`config.mk`:
```
export PLATFORM = sky130hd
export DESIGN_NAME = divider_arbiter
export DESIGN_NICKNAME = d
export VERILOG_FILES = /design/src/rtl/divider_arbiter.sv
export SDC_FILE = /design/constraint.sdc
export NUM_CORES = 1
export LEC_CHECK = 0
export BUFFER_PORTS_ARGS = -buffer_cell sky130_fd_sc_hd__buf_2
export CORE_UTILIZATION = 34
export DETAILED_ROUTE_END_ITERATION = 6
export SYNTH_ARGS = -nofsm -noshare
export SYNTH_HDL_FRONTEND = slang
export SYNTH_SLANG_ARGS = --single-unit
```
`constraint.sdc`:
```
create_clock -name clk -period 2.9 [get_ports clk]
set_clock_uncertainty 0.2 [all_clocks]
set_input_delay 0.29 -clock clk [delete_from_list [all_inputs] [get_ports clk]]
set_output_delay 0.29 -clock clk [all_outputs]
set_load 0.02 [all_outputs]
```
`src/rtl/divider_arbiter.sv`:
```
// divider_arbiter
//
// Shares one external divider between two requesters. Requests are arbitrated
// round-robin, the winner's operands are latched, and the divider's go/done
// handshake is sequenced. Every accepted request gets exactly one response on
// a common tagged response bus. Divide-by-zero is answered without using the
// divider. A watchdog aborts a request whose divider never raises done.
//
// Parameters
//   WIDTH    operand/result width, must match the divider
//   TIMEOUT  max cycles spent in WAIT before aborting (2..255)
//
// Ports
//   clk, rst                 clock, asynchronous active-low reset
//   req0/1, dividend0/1,     request valid and operands from requester 0/1
//   divisor0/1
//   gnt0/1                   one-cycle accept pulse per requester
//   rsp_valid, rsp_id,       response strobe, owner id, results and flags
//   rsp_quotient,
//   rsp_remainder,
//   rsp_error, rsp_timeout
//   div_go, div_dividend,    divider start pulse and latched operands
//   div_divisor
//   div_done, div_error,     divider result handshake and data
//   div_quotient,
//   div_remainder
//   busy, cs                 activity flag and current state encoding
module divider_arbiter #(
  parameter int WIDTH   = 4,
  parameter int TIMEOUT = 64
) (
  input  logic             clk,
  input  logic             rst,
  input  logic             req0,
  input  logic [WIDTH-1:0] dividend0,
  input  logic [WIDTH-1:0] divisor0,
  input  logic             req1,
  input  logic [WIDTH-1:0] dividend1,
  input  logic [WIDTH-1:0] divisor1,
  output logic             gnt0,
  output logic             gnt1,
  output logic             rsp_valid,
  output logic             rsp_id,
  output logic [WIDTH-1:0] rsp_quotient,
  output logic [WIDTH-1:0] rsp_remainder,
  output logic             rsp_error,
  output logic             rsp_timeout,
  output logic             div_go,
  output logic [WIDTH-1:0] div_dividend,
  output logic [WIDTH-1:0] div_divisor,
  input  logic             div_done,
  input  logic             div_error,
  input  logic [WIDTH-1:0] div_quotient,
  input  logic [WIDTH-1:0] div_remainder,
  output logic             busy,
  output logic [1:0]       cs
);

  typedef enum logic [1:0] {
    IDLE  = 2'd0,
    ISSUE = 2'd1,
    WAIT  = 2'd2,
    RESP  = 2'd3
  } state_t;

  // Last watchdog count before the abort fires; the counter starts at 0 on
  // the first WAIT cycle, so the abort lands after exactly TIMEOUT WAIT cycles.
  localparam logic [7:0] WDOG_LAST = 8'(TIMEOUT - 1);

  state_t           state;
  logic             last_grant;
  logic             owner;
  logic [7:0]       wdog;

  logic             pick;
  logic [WIDTH-1:0] pick_dividend;
  logic [WIDTH-1:0] pick_divisor;

  // Round-robin winner: a lone requester always wins; on a tie the requester
  // that did not win last time goes first. With no request, pick is unused.
  always_comb begin
    pick = req1;
    if (req0 && req1) begin
      pick = ~last_grant;
    end
    pick_dividend = pick ? dividend1 : dividend0;
    pick_divisor  = pick ? divisor1  : divisor0;
  end

  assign cs = state;

  always_ff @(posedge clk or negedge rst) begin
    if (!rst) begin
      state         <= IDLE;
      last_grant    <= 1'b1;
      owner         <= 1'b0;
      wdog          <= '0;
      gnt0          <= 1'b0;
      gnt1          <= 1'b0;
      rsp_valid     <= 1'b0;
      rsp_id        <= 1'b0;
      rsp_quotient  <= '0;
      rsp_remainder <= '0;
      rsp_error     <= 1'b0;
      rsp_timeout   <= 1'b0;
      div_go        <= 1'b0;
      div_dividend  <= '0;
      div_divisor   <= '0;
      busy          <= 1'b0;
    end else begin
      // Strobes are single-cycle; they are re-raised only by a transition.
      gnt0      <= 1'b0;
      gnt1      <= 1'b0;
      div_go    <= 1'b0;
      rsp_valid <= 1'b0;

      case (state)
        IDLE: begin
          if (req0 || req1) begin
            last_grant   <= pick;
            owner        <= pick;
            gnt0         <= ~pick;
            gnt1         <= pick;
            div_dividend <= pick_dividend;
            div_divisor  <= pick_divisor;
            busy         <= 1'b1;
            if (pick_divisor == '0) begin
              // Divide-by-zero is answered directly; the divider is never started.
              state         <= RESP;
              rsp_valid     <= 1'b1;
              rsp_id        <= pick;
              rsp_quotient  <= '0;
              rsp_remainder <= '0;
              rsp_error     <= 1'b1;
              rsp_timeout   <= 1'b0;
            end else begin
              state  <= ISSUE;
              div_go <= 1'b1;
            end
          end
        end

        ISSUE: begin
          // div_done is deliberately ignored here: the divider has only just
          // seen go and any done now cannot belong to this request.
          state <= WAIT;
          wdog  <= '0;
        end

        WAIT: begin
          // done is tested first so a result arriving on the last watchdog
          // count is still delivered rather than reported as a timeout.
          if (div_done) begin
            state         <= RESP;
            rsp_valid     <= 1'b1;
            rsp_id        <= owner;
            rsp_quotient  <= div_quotient;
            rsp_remainder <= div_remainder;
            rsp_error     <= div_error;
            rsp_timeout   <= 1'b0;
          end else if (wdog == WDOG_LAST) begin
            state         <= RESP;
            rsp_valid     <= 1'b1;
            rsp_id        <= owner;
            rsp_quotient  <= '0;
            rsp_remainder <= '0;
            rsp_error     <= 1'b1;
            rsp_timeout   <= 1'b1;
          end else begin
            wdog <= wdog + 8'd1;
          end
        end

        RESP: begin
          state <= IDLE;
          busy  <= 1'b0;
        end

        default: begin
          state <= IDLE;
          busy  <= 1'b0;
        end
      endcase
    end
  end

endmodule

```
; ---- Yosys cells after proc, flatten, opt, wreduce, memory -nomap -nowiden
; Cells that the tools add are included.
; Widths: inputs -> output; s select.
[classes]
add_sub_neg = 1
n_eq_ne = 9
reduce_logical = 12
bitwise = 2
mux = 46
[ops]
columns = cell, n
row1 = $mux 4, 7
row2 = $mux 1, 24
row3 = $mux 8, 2
row4 = $pmux 4 s2, 2
row5 = $pmux 8 s2, 1
row6 = $pmux 1 s2, 5
row7 = $add 8x1->8 const B, 1
row8 = $eq 8x6->1 const B, 1
row9 = $mux 2, 4
row10 = $ne 2x2->1 const B, 4
row11 = $pmux 2 s4, 1
row12 = $reduce_and 2->1, 3
row13 = $reduce_bool 2->1, 3
row14 = $eq 2x2->1 const B, 2
row15 = $logic_not 4->1, 1
row16 = $reduce_and 4->1, 1
row17 = $ne 3x3->1 const B, 1
row18 = $reduce_and 3->1, 1
row19 = $eq 2x1->1 const B, 1
row20 = $logic_not 2->1, 1
row21 = $not 1->1, 2
row22 = $logic_and 1x1->1, 1
row23 = $logic_or 1x1->1, 1
[word_totals]
wordCells = 86
output_inout_bits = 26
inputBits = 30
reg_bits = 36

; ---- Longest topological paths before layout
; Gate-level depths: netlist of run 1.
[depth]
depth_word = 7
depth_mapped = 8
mapped_depth_nobuf = 6

; ---- Worst setup path before layout of run 1
; No wires, ideal clock.
[synth_path]
kind = register to register
from = register state[0] (netlist: cs[0])
to = register rsp_error
synth_period_minus_slack_ns = 2.168
path_buffers = 1
arrival_ns = 1.843
stages_incl_launch_ff = 8
slack_ns = 0.732
setup_ns = 0.125
t_required_ns = 2.575
cell_sequence = dfrtp_1 > inv_1 > ha_1 > and2b_1 > o41ai_4 > o211a_1 > buf_6 > mux2_2
[synth_via]
elab_chain_len = 3
elab_cells_between_ends = 8
cone_classes = eq/ne (4) / mux (1) / reduce/logical (3)
[synth_rtl]
columns = item, line
row1 = start: declaration, 70  ; state_t state;
row2 = start signal: assignment, 94  ; state <= IDLE;
row3 = start signal: assignment, 129  ; state <= RESP;
row4 = start signal: assignment, 137  ; state <= ISSUE;
row5 = $eq 2x2->1 or $logic_not 2->1 (tied branches), 117  ; case (state)
row6 = "$ne 3x3->1 (no source line), or another cell as far along", n/a
row7 = $reduce_and 4->1 (no source line), n/a
row8 = end signal: assignment, 159  ; rsp_error <= div_error;
row9 = end: declaration, 46  ; output logic rsp_error,
; Parallel ways exist; a longest one is shown, timed or not.
; A chain may end at the register's enable or synchronous reset.

; ---- Worst setup path in the final report of run 1
[layout_path]
from = register state[0] (netlist: cs[0])
to = register rsp_quotient[2]
[layout_via]
elab_chain_len = 3
elab_cells_between_ends = 8
cone_classes = eq/ne (4) / mux (1) / reduce/logical (3)
[layout_rtl]
columns = item, line
row1 = $eq 2x2->1 or $logic_not 2->1 (tied branches), 117
row2 = "$ne 3x3->1 (no source line), or another cell as far along", n/a
row3 = $reduce_and 4->1 (no source line), n/a
row4 = end signal: assignment, 157  ; rsp_quotient <= div_quotient;
row5 = end: declaration, 44  ; output logic [WIDTH-1:0] rsp_quotient,
; Parallel ways exist; a longest one is shown, timed or not.

==> results of run 1 <==
[metrics by stage]
step                      instances  utilization [%]  hold WS [ns]
after global routing            284             45.4         0.102
after floorplan                 157                -        -0.206
final                           284             45.4        0.0909
after CTS                       284             45.4        0.0867
after detailed placement        276             43.6         0.240
after global placement          276             43.6         0.227
[Yosys cell counts (3+ instances only)]
library cell	n	area share (%)
sky130_fd_sc_hd__dfrtp_1	35	49
sky130_fd_sc_hd__nand2_1	16	3.4
sky130_fd_sc_hd__mux2_2	14	8.9
sky130_fd_sc_hd__o21ai_0	12	3.4
sky130_fd_sc_hd__mux2i_1	7	3.9
sky130_fd_sc_hd__nor2_1	7	1.5
sky130_fd_sc_hd__and3_1	5	1.8
sky130_fd_sc_hd__ha_1	5	3.5
sky130_fd_sc_hd__and3_2	4	1.7
sky130_fd_sc_hd__clkbuf_1	4	0.84
sky130_fd_sc_hd__nand3_1	4	1.1
sky130_fd_sc_hd__inv_1	3	0.63
sky130_fd_sc_hd__nand2b_1	3	1.1
sky130_fd_sc_hd__nor4_1	3	1.1
[worst max path at each step]
stage	from	to	cells past startpoint
finish	cs[0]$_DFFE_PN0P_	rsp_quotient[2]$_DFFE_PN0P_	6
global placement	cs[0]$_DFFE_PN0P_	rsp_quotient[0]$_DFFE_PN0P_	6
CTS	cs[0]$_DFFE_PN0P_	rsp_quotient[2]$_DFFE_PN0P_	6
global route	cs[0]$_DFFE_PN0P_	wdog[7]$_DFFE_PN0P_	7
detailed placement	cs[0]$_DFFE_PN0P_	rsp_quotient[2]$_DFFE_PN0P_	6
floorplan	cs[0]$_DFFE_PN0P_	rsp_error$_DFFE_PN0P_	7
[critical path, delay by kind of cell, from the launching register on]
family	cells	cell delay (ns)
flops	1	0.42
fa+ha+maj	1	0.38
simple gates	1	0.28
mux	1	0.39
compound gates	2	0.52
buf+inv	1	0.08
[power groups by stage]
| stage | clock network (mW) | registers [mW] | logic, mW |
|---|---|---|---|
| after floorplan | 0 | 1.02 | 0.540 |
| after global placement | 0 | 0.827 | 1.03 |
| after detailed placement | 0 | 0.831 | 1.04 |
| after CTS | 0.349 | 0.824 | 1.04 |
| after global routing | 0.364 | 0.849 | 1.14 |
| final | 0.332 | 0.820 | 1.02 |
[final cells by class]
class,instances,area [sq um],share of cell area [%]
clock buffer,6,72.6,3.27
clock inverter,1,5.00,0.226
inverter,3,11.3,0.508
multi-input combinational,111,827,37.3
sequential,36,902,40.7
tap,67,83.8,3.78
timing repair buffer,60,315,14.2
[registers in the layout, summed over array words and instances, names as in the netlist]
name and flops:
busy 1, cs 2, div_dividend 4, div_divisor 4, div_go 1, gnt0 1
gnt1 1, last_grant 1, owner 1, rsp_error 1, rsp_id 1, rsp_quotient 4
rsp_remainder 4, rsp_timeout 1, rsp_valid 1, wdog 8
[cells in the final DEF (no fill, tap or decap), drive strengths merged, types with 5 or more instances in the layout]
| master | synthesis | routed |
|---|---|---|
| ha | 5 | 5 |
| dfrtp | 35 | 35 |
| mux2i | 7 | 7 |
| mux2 | 14 | 14 |
| o21ai | 12 | 12 |
| buf | 3 | 59 |
| clkbuf | 4 | 6 |
| and3 | 9 | 9 |
| nor2 | 7 | 7 |
| nand2 | 16 | 16 |
| nand3 | 5 | 5 |
[cell families after synthesis]
family	after synthesis	synth area share, %
flip-flops	36	50.7
XOR/XNOR	2	0.985
buffers and inverters	10	2.74
adder cells (fa/ha/maj)	5	3.52
multiplexers	21	12.8
AND/OR/NAND/NOR	52	16.3
AO/OA/AOI/OAI	31	12.9
[routing by layer]
| layer | vias to the layer above | wire length [um] |
|---|---|---|
| li1 | 689 | - |
| met1 | 651 | 1760 |
| met2 | 33 | 1760 |
| met3 | 5 | 227 |
| met4 | 0 | 64 |
| met5 | - | 0 |
[repair_timing]
| action | CTS | global route |
|---|---|---|
| hold endpoints to repair | 35 | 0 |
| resized for setup | 0 | 0 |
| hold buffers | 1 | 0 |
| endpoints found under the setup margin | 0 | 0 |
==> summary.md, run 1 <==
| Metric | Value |
|---|---|
| Clock slew at reported path FFs | `0.07 ns` |
| CTS tree | `done` |
| Endpoint of the worst hold-timing path | `div_dividend[1]$_DFFE_PN0P_` |
| Hold Fails Final Rpt | `0` |
| Share of total power in sequential cells | `37.7%` |
| Die width | `74.3 um` |
| Highest-utilization routing layer at the global route stage | `met2` |
| Area of all placed cells without fillers | `0.00222 sq mm` |
| Placement Cell Area | `0.00213 sq mm` |
| Top flip-flop cell by instance count after synthesis | `sky130_fd_sc_hd__dfrtp_1` |
| Critical R2R Launch | `cs[0]$_DFFE_PN0P_` |
| Tot GR Track Use | `16.1%` |
| Share of the cycle needed by the critical path after routing | `82.5%` |
| Worst VDD drop | `0.455 mV` |
| Total global routing overflow | `0` |
| Antenna violations before repair | `0` |
| CTS Sinks | `36` |
| Number of global-route vias before repair | `1,412` |
| Residual DRC count | `0` |
| Unrepaired setup endpoints after global routing | `no` |
| Slew headroom | `47.3%` |
| Synth unique cells | `43` |
| Synthesis Warnings | `0` |
| Relative contribution of combinational cells to total power | `47.0%` |
| Post-Syn Instances | `157` |
| Largest fanout on the critical path | `17` |
| Die height | `74.3 um` |
| Power density normalized to cell area | `980 mW/mm^2` |
| Total half-perimeter wirelength after legalization and detailed placement | `2760 um` |
| Endpoint of the worst-slack reg-to-reg timing path | `rsp_quotient[2]$_DFFE_PN0P_` |
| Worst hold path depth | `3` |
| Post-synthesis instance area | `0.00178 sq mm` |
| 1st-pass router iterations | `4` |
| First-pass GRT wire length | `6610 um` |
| Std-Cell Core Area | `0.00488 sq mm` |
| Number of nets with antenna violations after routing | `0` |
| Initial Util | `36.4%` |
| Switching power | `0.881 mW` |
| Share of flip-flops with an asynchronous set or reset after synthesis | `100%` |
| Antenna diode instance count | `0` |
| Highest attainable clock frequency | `418 MHz` |
| Mapped Avg Cell Area | `11.3 sq um` |
| Sum of routed wire length over all layers | `3810 um` |
| Std-Cell Rows | `25` |
| Slowest cell on crit path | `sky130_fd_sc_hd__o211a_1` |
| Min-delay src | `dividend0[1]` |
| Number of vias after detailed routing | `1,378` |
| Number of violations reported at the end of detailed-routing iteration 0 | `17` |
| Max stage delay on crit path | `0.46 ns` |
| Post-CTS setup-driven buffer insertion count | `0` |
| Minimum setup slack after placement | `0.469 ns` |
| Max-slew violation count | `0` |
| Data arrival time of the worst path | `2.36 ns` |
| Nature of the critical path endpoint | `register` |
| Critical path, cell by cell | `inv_1 > ha_1 > and2b_1 > o41ai_4 > o211a_1 > mux2_2` |
| Element type at the critical path start | `register` |
| IO Count | `56` |
| Synthesized flop and latch total | `36` |
| Required time of the worst setup path | `2.87 ns` |
| Buffer type at the clock tree root | `sky130_fd_sc_hd__clkbuf_8` |
| Static leakage | `1.14 nW` |
| Outcome | `completed` |
| Clk Latency, worst-skew pair | `0.29 ns` |
| Final routed wire length divided by cell count | `13.4 um` |
| Met2 track demand over resource | `25.1%` |
| Share of cells above drive strength 1 | `41.0%` |
| Internal power | `1.29 mW` |
| Critical setup path kind | `reg2reg` |
| Weighted congestion reported at the end of routability-driven placement | `0.773` |
| Post-synth EDFFs | `0` |
| Sequential-to-total area share from yosys stat | `50.7%` |
| R2R cell count | `6` |
| Met1 Track Usage GR | `20.2%` |
| Max-capacitance violation count | `0` |
| Final setup vio count | `0` |
| Net switching share of the total power | `40.5%` |
| Number of clock buffers inserted by TritonCTS | `5` |
| PnR Total Power | `2.17 mW` |
| Maximum number of pins on one net before global-route repair | `37` |
| Filler Cell Count | `516` |
| Reg-to-reg slack, setup | `0.51 ns` |
| Final period demand of the worst path | `2.39 ns` |
| Max Root-Sink Buffers | `2` |
| Number of nets produced by synthesis | `192` |
| Count of nets after finishing | `252` |
| H-tree depth reported by CTS | `2` |
| Accumulated negative setup slack | `0 ns` |
| Measured slew at the worst slew-check pin | `0.790 ns` |
| Hold crit path type | `in2reg` |
| Number of buffers added on ports | `55` |
| Fraction of met3 tracks used by global routing | `6.10%` |
| Area growth from synthesis to final layout | `24.7%` |
| Setup slack of the critical path after layout | `0.506 ns` |
| Post-detailed-route via-to-cell ratio | `4.85` |
| DIE AREA | `0.00552 sq mm` |
| Relative contribution of the clock network to total power | `15.3%` |
(Power assumes the default switching activity.)
==> run 2, diff against run 1 <==
clock period = 2 ns   (was 2.9 ns; I/O delays follow)
==> summary.md, run 2 (synthesized netlist as in run 1, its figures left out) <==
| Metric | Value |
|---|---|
| Required time of the worst setup path | `1.97 ns (-0.90 ns)` |
| Highest attainable clock frequency | `518 MHz (+24%)` |
| Count of nets after finishing | `271 (+7.5%)` |
| Placement Cell Area | `0.00227 sq mm (+6.6%)` |
| Total half-perimeter wirelength after legalization and detailed placement | `3090 um (+12%)` |
| Number of vias after detailed routing | `1,429 (+3.7%)` |
| Worst hold path depth | `3 (unchanged)` |
| CTS tree | `done` |
| 1st-pass router iterations | `4 (unchanged)` |
| Internal power | `2.08 mW (+61%)` |
| Clk Latency, worst-skew pair | `0.28 ns (about the same)` |
| Tot GR Track Use | `16.8% (+0.62 points)` |
| Total global routing overflow | `0 (unchanged)` |
| Number of clock buffers inserted by TritonCTS | `5 (unchanged)` |
| Die height | `74.3 um (unchanged)` |
| Highest metal layer used by the detailed router | `met4` |
| Area growth from synthesis to final layout | `36.2%` |
| Initial Util | `36.4% (unchanged)` |
| Post-detailed-route via-to-cell ratio | `4.70 (-3.1%)` |
| Static leakage | `1.24 nW (+8.7%)` |
| Met2 Routed Length | `1880 um (+6.9%)` |
| R2R cell count | `6 (unchanged)` |
| Reg-to-reg slack, setup | `0.07 ns (-0.44 ns)` |
| Die width | `74.3 um (unchanged)` |
| Unrepaired setup endpoints after global routing | `yes` |
| Share of the cycle needed by the critical path after routing | `96.6% (+14 points)` |
| PnR Total Power | `3.44 mW (+58%)` |
| Max-slew violation count | `0 (unchanged)` |
| Power density normalized to cell area | `1420 mW/mm^2 (+45%)` |
| Std-Cell Rows | `25 (unchanged)` |
| CTS Sinks | `36 (unchanged)` |
| Area of all placed cells without fillers | `0.00242 sq mm (+9.2%)` |
| Final setup vio count | `0 (unchanged)` |
| Number of flip-flops under the largest register name | `8 (unchanged)` |
| Weighted congestion reported at the end of routability-driven placement | `0.757 (-2.1%)` |
| Measured slew at the worst slew-check pin | `0.533 ns (-0.257 ns)` |
| Number of nets with antenna violations after routing | `0 (unchanged)` |
| Maximum number of pins on one net before global-route repair | `25 (-32%)` |
| Critical path, cell by cell | `ha_4 > nand3_4 > o41ai_4 > o211a_1 > buf_6 > mux2_2` |
| Std-Cell Core Area | `0.00488 sq mm (unchanged)` |
| Final period demand of the worst path | `1.93 ns (-0.462 ns)` |
| Final Instance Count excl. Fillers | `304 (+7.0%)` |
| Commonest cells after routing, fill and taps aside | `sky130_fd_sc_hd__buf_2, sky130_fd_sc_hd__dfrtp_1, sky130_fd_sc_hd__buf_4` |
| Final routed wire length divided by cell count | `13.1 um (-2.0%)` |
| Hold crit path type | `in2reg` |
| Routed met1 length | `1870 um (+6.2%)` |
| Number of violations reported at the end of detailed-routing iteration 0 | `81 (+64)` |
| Buffer type at the clock tree root | `sky130_fd_sc_hd__clkbuf_8` |
| Max stage delay on crit path | `0.41 ns (-0.05 ns)` |
| Hold Fails Final Rpt | `0 (unchanged)` |
| Most common cell after layout, fill and taps aside | `sky130_fd_sc_hd__buf_2` |
| DIE AREA | `0.00552 sq mm (unchanged)` |
| Antenna violations before repair | `0 (unchanged)` |
| Setup slack of the critical path after layout | `0.0677 ns (-0.438 ns)` |
| Critical R2R Launch | `wdog[1]$_DFFE_PN0P_` |
| Critical setup path kind | `reg2reg` |
| Residual DRC count | `0 (unchanged)` |
| Nature of the critical path endpoint | `register` |
| Filler Cell Count | `480 (-7.0%)` |
| Instance count after placement with tap cells included | `291 (+5.4%)` |
| First-pass GRT wire length | `6830 um (+3.3%)` |
| Switching power | `1.36 mW (+54%)` |
| Worst-case hold slack | `0.00915 ns (-0.0818 ns)` |
| Slew headroom | `64.4% (+17 points)` |
| H-tree depth reported by CTS | `2 (unchanged)` |
| Share of total power in sequential cells | `34.8% (-2.9 points)` |
| Minimum setup slack after placement | `0.0764 ns (-0.392 ns)` |
| Min-delay src | `dividend1[0]` |
| Met3 wire len | `182 um (-20%)` |
| Net switching share of the total power | `39.5% (-1.0 points)` |
| Number of buffers added on ports | `55 (unchanged)` |
| Max Root-Sink Buffers | `2 (unchanged)` |
| Accumulated negative setup slack | `0 ns (unchanged)` |
| Antenna diode instance count | `0 (unchanged)` |
| Number of global-route vias before repair | `1,510 (+6.9%)` |
| Final core occ | `49.6% (+4.2 points)` |
| Relative contribution of combinational cells to total power | `51.0% (+4.0 points)` |
| Element type at the critical path start | `register` |
| Relative contribution of the clock network to total power | `14.2% (-1.1 points)` |
| Slowest cell on crit path | `sky130_fd_sc_hd__dfrtp_1` |
| Outcome | `completed` |
| Largest fanout on the critical path | `6 (-11)` |
| Sum of routed wire length over all layers | `3990 um (+4.9%)` |
| Clock slew at reported path FFs | `0.07 ns (about the same)` |
| Biggest register | `wdog` |
| Share of cells above drive strength 1 | `47.3% (+6.2 points)` |
| Max-capacitance violation count | `0 (unchanged)` |
| IO Count | `56 (unchanged)` |
| Endpoint of the worst-slack reg-to-reg timing path | `rsp_quotient[2]$_DFFE_PN0P_` |
| Worst VDD drop | `0.660 mV (+45%)` |
| Endpoint of the worst hold-timing path | `div_dividend[0]$_DFFE_PN0P_` |
| Data arrival time of the worst path | `1.91 ns (-0.45 ns)` |
[run 2: worst max-delay path by stage]
stage,startpoint,to,slack (ns),cells past startpoint
6_report,wdog[1]$_DFFE_PN0P_,rsp_quotient[2]$_DFFE_PN0P_,0.07,6
2_1_floorplan,wdog[1]$_DFFE_PN0P_,rsp_error$_DFFE_PN0P_,-0.002,6
3_3_place_gp,wdog[1]$_DFFE_PN0P_,rsp_quotient[0]$_DFFE_PN0P_,0.1,6
4_1_cts,cs[1]$_DFFE_PN0P_,rsp_remainder[0]$_DFFE_PN0P_,0.06,7
5_1_grt,wdog[1]$_DFFE_PN0P_,rsp_quotient[0]$_DFFE_PN0P_,-0.03,6
3_5_place_dp,cs[1]$_DFFE_PN0P_,rsp_remainder[0]$_DFFE_PN0P_,0.08,7
[run 2: power groups by stage]
stage,logic [mW],clock network (mW),registers [mW]
after global routing,1.91,0.543,1.24
after detailed placement,1.68,0,1.21
final,1.75,0.489,1.20
after floorplan,0.807,0,1.49
after CTS,1.69,0.510,1.20
after global placement,1.67,0,1.20
[run 2: worst max-delay path: cells and delay by family, from the launching register on]
family,cells,cell delay [ns]
AND/OR/NAND/NOR,1,0.09
flip-flops,1,0.41
AO/OA/AOI/OAI,2,0.47
buffers and inverters,1,0.14
adder cells (fa/ha/maj),1,0.18
multiplexers,1,0.33
[run 2: what timing repair did]
item / in CTS / in global routing
hold buffers: 3 / 0
buffers inserted: 0 / 2
setup endpoints to repair: 0 / 12
resized for setup: 0 / 7
hold endpoints to repair: 22 / 0
[run 2: metal layers]
layer	track usage, %	vias up
li1	-	725
met2	27.8	29
met4	6.92	0
met1	20.4	668
met5	0	-
met3	5.01	7
[run 2: area by class of cell]
cell class	count	area [sq um]	area share [%]
clock buffers	7	76.3	3.15
inverters	3	11.3	0.465
well taps	67	83.8	3.46
multi-input cells	111	866	35.8
repair buffers	79	474	19.6
clock inverters	1	5.00	0.207
flip-flops and latches	36	905	37.4
==> run 3, diff against run 2 <==
ABC_AREA = 1   (was default)
CTS_CLUSTER_DIAMETER = 40   (was default)
RECOVER_POWER = 100   (was default)
==> summary.md, run 3 <==
| Metric | Value |
|---|---|
| Outcome | `completed` |
| Library cell occupying the most area in the post-synthesis netlist | `sky130_fd_sc_hd__dfrtp_1` |
| Std-Cell Rows | `26 (+4.0%)` |
| Post-synthesis instance area | `0.00180 sq mm (+1.3%)` |
| Hold crit path type | `in2reg` |
| Antenna diode instance count | `0 (unchanged)` |
| Cell types with the highest counts after synthesis | `sky130_fd_sc_hd__nand2_1, sky130_fd_sc_hd__dfrtp_1, sky130_fd_sc_hd__nand3_1, sky130_fd_sc_hd__nor2_1, sky130_fd_sc_hd__inv_1` |
| Largest fanout on the critical path | `10 (+4)` |
| Data arrival time of the worst path | `1.92 ns (about the same)` |
| Sequential-to-total area share from yosys stat | `50.1% (-0.67 points)` |
| Power density normalized to cell area | `1420 mW/mm^2 (-0.39%)` |
| Slowest cell on crit path | `sky130_fd_sc_hd__dfrtp_1` |
| Final setup vio count | `0 (unchanged)` |
| Total half-perimeter wirelength after legalization and detailed placement | `2840 um (-8.3%)` |
| Clock slew at reported path FFs | `0.07 ns (about the same)` |
| Worst VDD drop | `0.589 mV (-11%)` |
| Post-Syn Instances | `217 (+38%)` |
| Number of violations reported at the end of detailed-routing iteration 0 | `57 (-30%)` |
| Share of cells above drive strength 1 | `20.9% (-26 points)` |
| Die width | `74.8 um (+0.65%)` |
| Post-detailed-route via-to-cell ratio | `4.50 (-4.3%)` |
| Number of clock buffers inserted by TritonCTS | `5 (unchanged)` |
| Share of the cycle needed by the critical path after routing | `94.1% (-2.5 points)` |
| Synthesis Warnings | `0 (unchanged)` |
| Sum of routed wire length over all layers | `4010 um (+0.28%)` |
| IO Count | `56 (unchanged)` |
| Max Root-Sink Buffers | `2 (unchanged)` |
| Final period demand of the worst path | `1.88 ns (-0.0499 ns)` |
| Required time of the worst setup path | `2.03 ns (+0.06 ns)` |
| Residual DRC count | `0 (unchanged)` |
| Min-delay src | `dividend1[0]` |
| Number of nets with antenna violations after routing | `0 (unchanged)` |
| CTS Sinks | `36 (unchanged)` |
| Number of global-route vias before repair | `1,559 (+3.2%)` |
| Number of nets produced by synthesis | `252 (+31%)` |
| 1st-pass router iterations | `4 (unchanged)` |
| Maximum number of pins on one net before global-route repair | `37 (+48%)` |
| Std-Cell Core Area | `0.00511 sq mm (+4.7%)` |
| Static leakage | `1.23 nW (-0.21%)` |
| First-pass GRT wire length | `6880 um (+0.70%)` |
| PnR Total Power | `3.39 mW (-1.6%)` |
| Number of flip-flops under the largest register name | `8 (unchanged)` |
| Post-synth EDFFs | `0 (unchanged)` |
| DIE AREA | `0.00559 sq mm (+1.3%)` |
| Critical R2R Launch | `wdog[0]$_DFFE_PN0P_` |
| Most common cell in the synthesized netlist | `sky130_fd_sc_hd__nand2_1` |
| Count of nets after finishing | `330 (+22%)` |
| Area growth from synthesis to final layout | `32.8%` |
| Synth unique cells | `29 (-33%)` |
| Weighted congestion reported at the end of routability-driven placement | `0.776 (+2.4%)` |
| Die height | `74.8 um (+0.65%)` |
| Antenna violations before repair | `0 (unchanged)` |
| Buffer type at the clock tree root | `sky130_fd_sc_hd__clkbuf_8` |
| Buffer and inverter count on the worst path | `1 (unchanged)` |
| Final routed wire length divided by cell count | `10.9 um (-17%)` |
| Critical path, cell by cell | `ha_2 > nand2_2 > nor2_4 > nand3_2 > nand2_4 > nand2_4 > nor2_4 > buf_4 > nand3_1 > nand2_1` |
| Yosys top cell area share | `48.6% (-0.65 points)` |
| Share of flip-flops with an asynchronous set or reset after synthesis | `100% (unchanged)` |
| Critical setup path kind | `reg2reg` |
| Total global routing overflow | `0 (unchanged)` |
| Measured slew at the worst slew-check pin | `0.866 ns (+0.333 ns)` |
| H-tree depth reported by CTS | `2 (unchanged)` |
| Most common cell after layout, fill and taps aside | `sky130_fd_sc_hd__nand2_1` |
| Element type at the critical path start | `register` |
| Hold Fails Final Rpt | `0 (unchanged)` |
| Nature of the critical path endpoint | `register` |
| Highest attainable clock frequency | `531 MHz (+2.6%)` |
| Accumulated negative setup slack | `0 ns (unchanged)` |
| CTS tree | `done` |
| Max-slew violation count | `0 (unchanged)` |
| Top flip-flop cell by instance count after synthesis | `sky130_fd_sc_hd__dfrtp_1` |
| Initial Util | `35.3% (-1.2 points)` |
| Slew headroom | `42.3% (-22 points)` |
| Number of buffers added on ports | `55 (unchanged)` |
| Synthesized flop and latch total | `36 (unchanged)` |
| Critical path's top delay family | `simple AND/OR/NAND/NOR gates` |
| Worst setup path startpoint | `wdog[0]$_DFFE_PN0P_` |
| Unrepaired setup endpoints after global routing | `yes` |
| Commonest cells after routing, fill and taps aside | `sky130_fd_sc_hd__nand2_1, sky130_fd_sc_hd__dfrtp_1, sky130_fd_sc_hd__buf_2` |
| Dominant cells by area after synthesis | `sky130_fd_sc_hd__dfrtp_1, sky130_fd_sc_hd__nand2_1, sky130_fd_sc_hd__nand3_1, sky130_fd_sc_hd__nor2_1, sky130_fd_sc_hd__inv_1` |
| Number of vias after detailed routing | `1,646 (+15%)` |
| Mapped Avg Cell Area | `8.30 sq um (-27%)` |
| Tot GR Track Use | `16.6% (-0.17 points)` |
| Max-capacitance violation count | `0 (unchanged)` |
| Clk Latency, worst-skew pair | `0.29 ns (about the same)` |
| Max stage delay on crit path | `0.40 ns (about the same)` |
| Biggest register | `wdog` |
-- run 3: cell types whose count changed after synthesis, moves of 5 or more --
cell                      change
sky130_fd_sc_hd__mux2i_1      -7
sky130_fd_sc_hd__mux2_2      -14
sky130_fd_sc_hd__nand2_1     +44
sky130_fd_sc_hd__inv_1       +20
sky130_fd_sc_hd__nor2_1      +17
sky130_fd_sc_hd__and3_1       -5
sky130_fd_sc_hd__nand3_1     +20
-- run 3: final cells by class --
class                           count  area (sq um)
Tap cell                           70          87.6
Multi-Input combinational cell    153           798
Sequential cell                    36           902
Inverter                           24          90.1
Fill cell                         559          2720
Timing Repair Buffer               75           422
Clock buffer                        6          82.6
Clock inverter                      2          10.0
-- run 3: where the power goes --
group / total, mW / switching (mW) / internal (mW)
registers: 1.21 / 0.189 / 1.02
logic: 1.63 / 1.08 / 0.550
clock network: 0.539 / 0.264 / 0.275
total: 3.39 / 1.54 / 1.85
-- run 3: worst reg2reg max path, stage by stage (launching register included) --
cell and delay (ns):
sky130_fd_sc_hd__dfrtp_1 0.40, sky130_fd_sc_hd__ha_2 0.21, sky130_fd_sc_hd__nand2_2 0.07, sky130_fd_sc_hd__nor2_4 0.12, sky130_fd_sc_hd__nand3_2 0.10, sky130_fd_sc_hd__nand2_4 0.14, sky130_fd_sc_hd__nand2_4 0.09, sky130_fd_sc_hd__nor2_4 0.18
sky130_fd_sc_hd__buf_4 0.18, sky130_fd_sc_hd__nand3_1 0.08, sky130_fd_sc_hd__nand2_1 0.07
-- run 3: cell families (layout without fill, tap and decap cells) --
family,count (synthesis),after routing,synth area share (%)
buffers and inverters,28,107,6.94
and+or+nand+nor,123,123,31.0
adders and majority gates,5,5,3.47
AOI/OAI and AO/OA,21,21,6.60
xor gates and xnor gates,4,4,1.94
DFF,36,36,50.1
-- run 3: what timing repair did --
action | 4_1_cts | 5_1_grt
gates resized for setup | 0 | 5
setup endpoints to repair | 0 | 14
setup buffers | 0 | 2
hold buffers | 12 | 0
hold endpoints to repair | 43 | 0
-- run 3: metal layers --
layer | track usage, % | share of wire [%] | vias to the layer above | routed length (um)
met5 | 0 | 0 | - | 0
li1 | - | - | 848 | -
met3 | 4.28 | 5.6 | 4 | 226
met4 | 7.55 | 1.5 | 0 | 61
met2 | 25.3 | 44 | 54 | 1780
met1 | 22.2 | 48 | 740 | 1940
-- run 3: path summary, 6_finish.rpt --
kind	endpoint	slack [ns]	cells past startpoint
worst max-delay path	rsp_timeout$_DFFE_PN0P_	0.12	10
worst min-delay path	div_dividend[0]$_DFFE_PN0P_	0.01	3
worst max register to register	rsp_timeout$_DFFE_PN0P_	0.12	10
worst min register to register	rsp_timeout$_DFFE_PN0P_	0.27	2
max in group asynchronous	gnt0$_DFF_PN0_	0.62	3
min in group asynchronous	wdog[3]$_DFFE_PN0P_	0.43	3
-- run 3: stage by stage --
step	instance area (sq um)	worst slack, ns	hold slack (ns)	cells	utilization [%]
2_1_floorplan	1800	0.141	-0.296	217	-
3_3_place_gp	2170	0.105	0.0694	344	42.6
3_5_place_dp	2170	0.102	0.0703	344	42.6
4_1_cts	2390	0.0998	0.00291	364	46.7
5_1_grt	2390	-0.0186	0.0246	366	46.8
6_report	2390	0.118	0.0106	366	46.8
